File: src/rtl/pwm_seq_ctrl.sv
// Sequence controller for the n-bit PWM generator: steps through a table of
// PWM configurations, requesting shadow reloads on period boundaries.
module pwm_seq_ctrl #(
    parameter int N     = 16,
    parameter int DEPTH = 8,
    parameter int AW    = $clog2(DEPTH),
    parameter int RW    = 8
) (
    input  logic                pwm_clk,
    input  logic                sys_rst_n,
    input  logic                seq_en,
    input  logic                start,
    input  logic                stop,
    input  logic                loop,
    input  logic [AW-1:0]       last_step,
    input  logic                tbl_we,
    input  logic [AW-1:0]       tbl_addr,
    input  logic [4*N+RW-1:0]   tbl_wdata,
    input  logic                pr_match,
    output logic [2*N-1:0]      cfg0,
    output logic [2*N-1:0]      cfg1,
    output logic                ld_trg,
    output logic                busy,
    output logic [AW-1:0]       step,
    output logic                done,
    output logic                step_evt
);

    localparam int TW = 4*N + RW;

    typedef enum logic [2:0] {
        ST_IDLE  = 3'd0,
        ST_FETCH = 3'd1,
        ST_ARM   = 3'd2,
        ST_RUN   = 3'd3,
        ST_DONE  = 3'd4
    } state_t;

    // Table word layout is {rep, pr, dc, ph, of}.
    function automatic logic [RW-1:0] f_rep(input logic [TW-1:0] word);
        return word[TW-1 -: RW];
    endfunction

    function automatic logic [2*N-1:0] f_cfg0(input logic [TW-1:0] word);
        return word[4*N-1 -: 2*N];
    endfunction

    function automatic logic [2*N-1:0] f_cfg1(input logic [TW-1:0] word);
        return word[2*N-1:0];
    endfunction

    logic [TW-1:0]   tbl_r [DEPTH];
    state_t          state_r;
    logic [AW-1:0]   nxt_r;
    logic [AW-1:0]   step_r;
    logic [RW-1:0]   rep_hold_r;
    logic [RW-1:0]   rpt_cnt_r;
    logic [2*N-1:0]  cfg0_r;
    logic [2*N-1:0]  cfg1_r;
    logic            ld_trg_r;
    logic            busy_r;
    logic            done_r;
    logic            step_evt_r;

    logic [TW-1:0]   fetch_s;
    logic            abort_s;
    logic            is_last_s;

    assign fetch_s   = tbl_r[nxt_r];
    assign abort_s   = stop | ~seq_en;
    // A step beyond last_step (after a live change) is treated as the last one.
    assign is_last_s = (step_r >= last_step);

    // Configuration table; a same-cycle fetch sees the pre-write contents.
    always_ff @(posedge pwm_clk or negedge sys_rst_n) begin
        if (!sys_rst_n) begin
            for (int i = 0; i < DEPTH; i++) begin
                tbl_r[i] <= {TW{1'b0}};
            end
        end else if (tbl_we) begin
            tbl_r[tbl_addr] <= tbl_wdata;
        end
    end

    // Sequencer FSM with registered outputs.
    always_ff @(posedge pwm_clk or negedge sys_rst_n) begin
        if (!sys_rst_n) begin
            state_r    <= ST_IDLE;
            nxt_r      <= {AW{1'b0}};
            step_r     <= {AW{1'b0}};
            rep_hold_r <= {RW{1'b0}};
            rpt_cnt_r  <= {RW{1'b0}};
            cfg0_r     <= {(2*N){1'b0}};
            cfg1_r     <= {(2*N){1'b0}};
            ld_trg_r   <= 1'b0;
            busy_r     <= 1'b0;
            done_r     <= 1'b0;
            step_evt_r <= 1'b0;
        end else begin
            step_evt_r <= 1'b0;
            done_r     <= 1'b0;
            if (abort_s) begin
                // Abort keeps cfg/step so the PWM continues with what it has.
                state_r  <= ST_IDLE;
                ld_trg_r <= 1'b0;
                busy_r   <= 1'b0;
            end else begin
                case (state_r)
                    ST_IDLE: begin
                        ld_trg_r <= 1'b0;
                        busy_r   <= 1'b0;
                        if (start) begin
                            nxt_r   <= {AW{1'b0}};
                            busy_r  <= 1'b1;
                            state_r <= ST_FETCH;
                        end
                    end
                    ST_FETCH: begin
                        cfg0_r     <= f_cfg0(fetch_s);
                        cfg1_r     <= f_cfg1(fetch_s);
                        rep_hold_r <= f_rep(fetch_s);
                        ld_trg_r   <= 1'b1;
                        state_r    <= ST_ARM;
                    end
                    ST_ARM: begin
                        if (pr_match) begin
                            ld_trg_r   <= 1'b0;
                            step_r     <= nxt_r;
                            rpt_cnt_r  <= rep_hold_r;
                            step_evt_r <= 1'b1;
                            state_r    <= ST_RUN;
                        end
                    end
                    ST_RUN: begin
                        // Prefetch as soon as repeats run out so the next entry
                        // is armed before the boundary that ends this step.
                        if (rpt_cnt_r != {RW{1'b0}}) begin
                            if (pr_match) begin
                                rpt_cnt_r <= rpt_cnt_r - {{(RW-1){1'b0}}, 1'b1};
                            end
                        end else if (!is_last_s) begin
                            nxt_r   <= step_r + {{(AW-1){1'b0}}, 1'b1};
                            state_r <= ST_FETCH;
                        end else if (loop) begin
                            nxt_r   <= {AW{1'b0}};
                            state_r <= ST_FETCH;
                        end else if (pr_match) begin
                            done_r  <= 1'b1;
                            state_r <= ST_DONE;
                        end
                    end
                    ST_DONE: begin
                        busy_r  <= 1'b0;
                        state_r <= ST_IDLE;
                    end
                    default: begin
                        ld_trg_r <= 1'b0;
                        busy_r   <= 1'b0;
                        state_r  <= ST_IDLE;
                    end
                endcase
            end
        end
    end

    assign cfg0     = cfg0_r;
    assign cfg1     = cfg1_r;
    assign ld_trg   = ld_trg_r;
    assign busy     = busy_r;
    assign step     = step_r;
    assign done     = done_r;
    assign step_evt = step_evt_r;

endmodule
File: config.mk
export PLATFORM = sky130hd
export DESIGN_NAME = pwm_seq_ctrl
export DESIGN_NICKNAME = d
export VERILOG_FILES = /design/src/rtl/pwm_seq_ctrl.sv
export SDC_FILE = /design/constraint.sdc
export NUM_CORES = 1
export LEC_CHECK = 0
export CAP_MARGIN = 20
export CORE_MARGIN = 2
export CORE_UTILIZATION = 60
export CTS_CLUSTER_SIZE = 10
export DETAILED_ROUTE_END_ITERATION = 16
export GPL_TIMING_DRIVEN = 0
export HOLD_SLACK_MARGIN = 0.05
export PLACE_DENSITY = 0.79
export SLEW_MARGIN = 20
export SYNTH_ARGS = -nofsm -noshare
export SYNTH_HDL_FRONTEND = slang
export SYNTH_SLANG_ARGS = --single-unit
File: constraint.sdc
create_clock -name pwm_clk -period 2.1 [get_ports pwm_clk]
set_clock_uncertainty 0.05 [all_clocks]
set_input_delay 0.525 -clock pwm_clk [delete_from_list [all_inputs] [get_ports pwm_clk]]
set_output_delay 0.525 -clock pwm_clk [all_outputs]
set_load 0.005 [all_outputs]
==> impl_results.md <==
- Post-synth EDFFs: 0
- Area grow syn2layout: 17.7%
- Die extent in x: 224 µm
- Flops & latches, synth: 669
- Core box area: 47800 µm²
- Combinational power share: 0.166
- R2R Setup Slk: -40 ps
- Row cnt: 80
- Worst Slack Setup Final: -56.5 ps
- I/O Pins: 157
- Slew headroom: 0.380
- Fin util: 0.717
- Flop pwr share: 0.498
- Pint: 26.4 mW
- Worst-path fanout max: 10
- Tmin final: 2160 ps
- Crit. End Element: register
- CTS Sinks: 669
- CTS Buffer Depth: 3
- Most common cell after layout, fill and taps aside: dfrtp_1
- Top FF cell, synth: dfrtp_1
- Final Hold Vio Count: 88
- Post-DP HPWL: 41500 µm
- Max Used Layer: met5
- Final wirelength: 66800 µm
- Leakage: 14.5 nW
- Post-synthesis sequential area ratio: 0.574
- Req. time, crit path: 2530 ps
- CTS H-tree depth: 3
- Vias: 17.0k
- Layout cells sized above 1: 0.462
- Clock network fraction of design power: 0.335
- Final RePlAce weighted congestion: 0.759
- Initial Util: 0.610
- Overall die area: 50400 µm²
- DRC marker count from the first detailed-route iteration: 1130
- Max Cap Viol: 0
- Worst-Margin Slew: 931 ps
- Pre-antenna DRT Iters: 5
- Fillers: 3087
- Synthesized area: 29200 µm²
- First-pass GRT wire length: 104000 µm
- Arr. time, crit path: 2580 ps
- Largest net degree at the start of global routing: 107
- Hold WS: -92.1 ps
- Max Fclk: 464 MHz
- DR WL met3: 3210 µm
- Initial antenna violation count: 4
- Worst-skew pair later-pin latency: 600 ps
- Status: complete, but fails checks
- Tot GR Track Use: 0.272
- Vias in the first global route: 18.4k
- Root buf cell: clkbuf_16
- Vias per cell: 6.24
- YS warnings: 0
- Mapped Nets: 1933
- WL met2: 33200 µm
- Final non-filler cell total: 2728
- Met1 wire length: 28700 µm
- Height of the chip: 224 µm
- Drc violations: 0
- Final Net Count: 2193
- Switch Pwr: 8.37 mW
- RSZ-0062 raised after global routing: true
- Async S/R FF share, synth: 1.00
- CTS tree: done
- Avg Cell Area, Syn: 15.8 µm²
- Netlist cell types: 46
- Post-synthesis cell count: 1841
- Failing checks: hold timing, setup timing
- Switching Share: 0.241
- Crit Path Class: in2reg
- Grt total ovfl: 0
- Final ANT Viol Nets: 0
- Inserted Clock Buffers: 77
- Clock transition at path regs: 50 ps
- # setup viols final: 49
- Worst Hold Class: in2async
- Final Cycle Share: 1.03
- Peak VDD IR: 0.715 mV
- Most frequent cells in the layout: dfrtp_1, mux2_2, mux4_2
- Placed Cells: 2616
- Drt wl/cell: 24.5 µm
- Total negative slack: -963 ps
- Final-report max-slew violation count: 0
- CP Launch Type: primary input
- Port Buffers: 154
- Pwr per Cell Area: 1010 nW/µm²
-- Yosys cell counts (all sizes together) (2+ instances only) --
cell / number / area [µm²]
o21ai: 85 / 425
clkbuf: 51 / 199
nand4: 2 / 12.5
a2bb2oi: 2 / 17.5
nor2b: 2 / 12.5
inv: 8 / 30.0
buf: 73 / 407
and3: 3 / 18.8
nand3: 4 / 20.0
mux2: 578 / 6510
nor2: 8 / 30.0
nand2b: 2 / 12.5
ha: 6 / 75.1
mux4: 144 / 3240
a211oi: 3 / 27.5
nor3: 8 / 50.1
a21oi: 11 / 55.1
nand4b: 3 / 26.3
mux2i: 74 / 741
nor3b: 5 / 37.5
dfrtp: 669 / 16700
a22o: 3 / 26.3
nand2: 80 / 300
-- sequential cells by signal (all words and copies together) (netlist names) --
name,cells
nxt_r,3
busy,1
step,3
rep_hold_r,8
state_r,3
done,1
cfg0,32
ld_trg,1
step_evt,1
rpt_cnt_r,8
cfg1,32
tbl_r,576
-- area by class of cell --
cell class | instances | area (µm²) | share of cell area
Sequential cell | 669 | 16700 | 0.488
Multi-Input combinational cell | 1040 | 11900 | 0.347
Clock buffer | 90 | 2080 | 0.0606
Timing Repair Buffer | 184 | 2000 | 0.0582
Buffer | 121 | 787 | 0.0229
Tap cell | 615 | 769 | 0.0224
Inverter | 8 | 30.0 | 0.000875
Antenna cell | 1 | 2.50 | 0.0000729
-- worst max-delay path, stage by stage --
cell,delay (ps)
clkdlybuf4s50_1,480
or3b_1,360
buf_6,140
or3_4,400
buf_12,190
buf_12,160
buf_8,150
nand2_1,80
o21ai_1,70
-- layer usage --
metal / GRT usage / vias up
met5: 0 / -
met4: 0.0793 / 6
met3: 0.0549 / 121
met2: 0.445 / 410
met1: 0.375 / 9133
li1: - / 7340
-- repair_timing --
action                                 4_1_cts  5_1_grt
buffers inserted                            13        7
resized for setup                           71       86
setup endpoints to repair                  590      356
endpoints found under the hold margin       88       88
pin swaps                                    3       13
cloned                                       0        4
-- power by group through the flow --
stage               Sequential [mW]  Clock [mW]  Combinational [mW]
floorplan                      17.0           0                3.73
global placement               17.3           0                5.38
detailed placement             17.4           0                5.73
CTS                            17.2        11.8                5.77
global route                   17.6        12.3                6.29
finish                         17.3        11.6                5.78
-- through the flow --
stage	power (mW)	setup slack, ps	instance area [µm²]
after floorplan	20.7	106	29200
after global placement	22.7	-27560	31500
after detailed placement	23.1	-1070	31600
after CTS	34.8	-34.1	33900
after global routing	36.3	-79.7	34300
final	34.7	-56.5	34300
-- cells by family (layout without fill, tap and decap cells) --
| kind of cell | after synthesis | after routing | share of synthesized area |
|---|---|---|---|
| AO/OA/AOI/OAI | 112 | 112 | 0.0211 |
| XOR/XNOR | 1 | 1 | 0.000300 |
| adder cells (fa/ha/maj) | 6 | 6 | 0.00257 |
| buffers and inverters | 132 | 403 | 0.0218 |
| flip-flops | 669 | 669 | 0.574 |
| multiplexers | 796 | 796 | 0.360 |
| other | 0 | 1 | 0 |
| AND/OR/NAND/NOR | 125 | 125 | 0.0205 |
-- path summary, 6_finish.rpt --
check                                 from       endpoint  cells past startpoint
worst min register to register     cfg1[4]        cfg1[4]                      2
max in group asynchronous        sys_rst_n     tbl_r[396]                      3
worst max register to register  state_r[2]  rep_hold_r[0]                      8
min in group pwm_clk               cfg1[4]        cfg1[4]                      2
worst max-delay path                seq_en  rep_hold_r[0]                      9
worst min-delay path             sys_rst_n     tbl_r[436]                      1
Power figures use the tool's default switching activity.
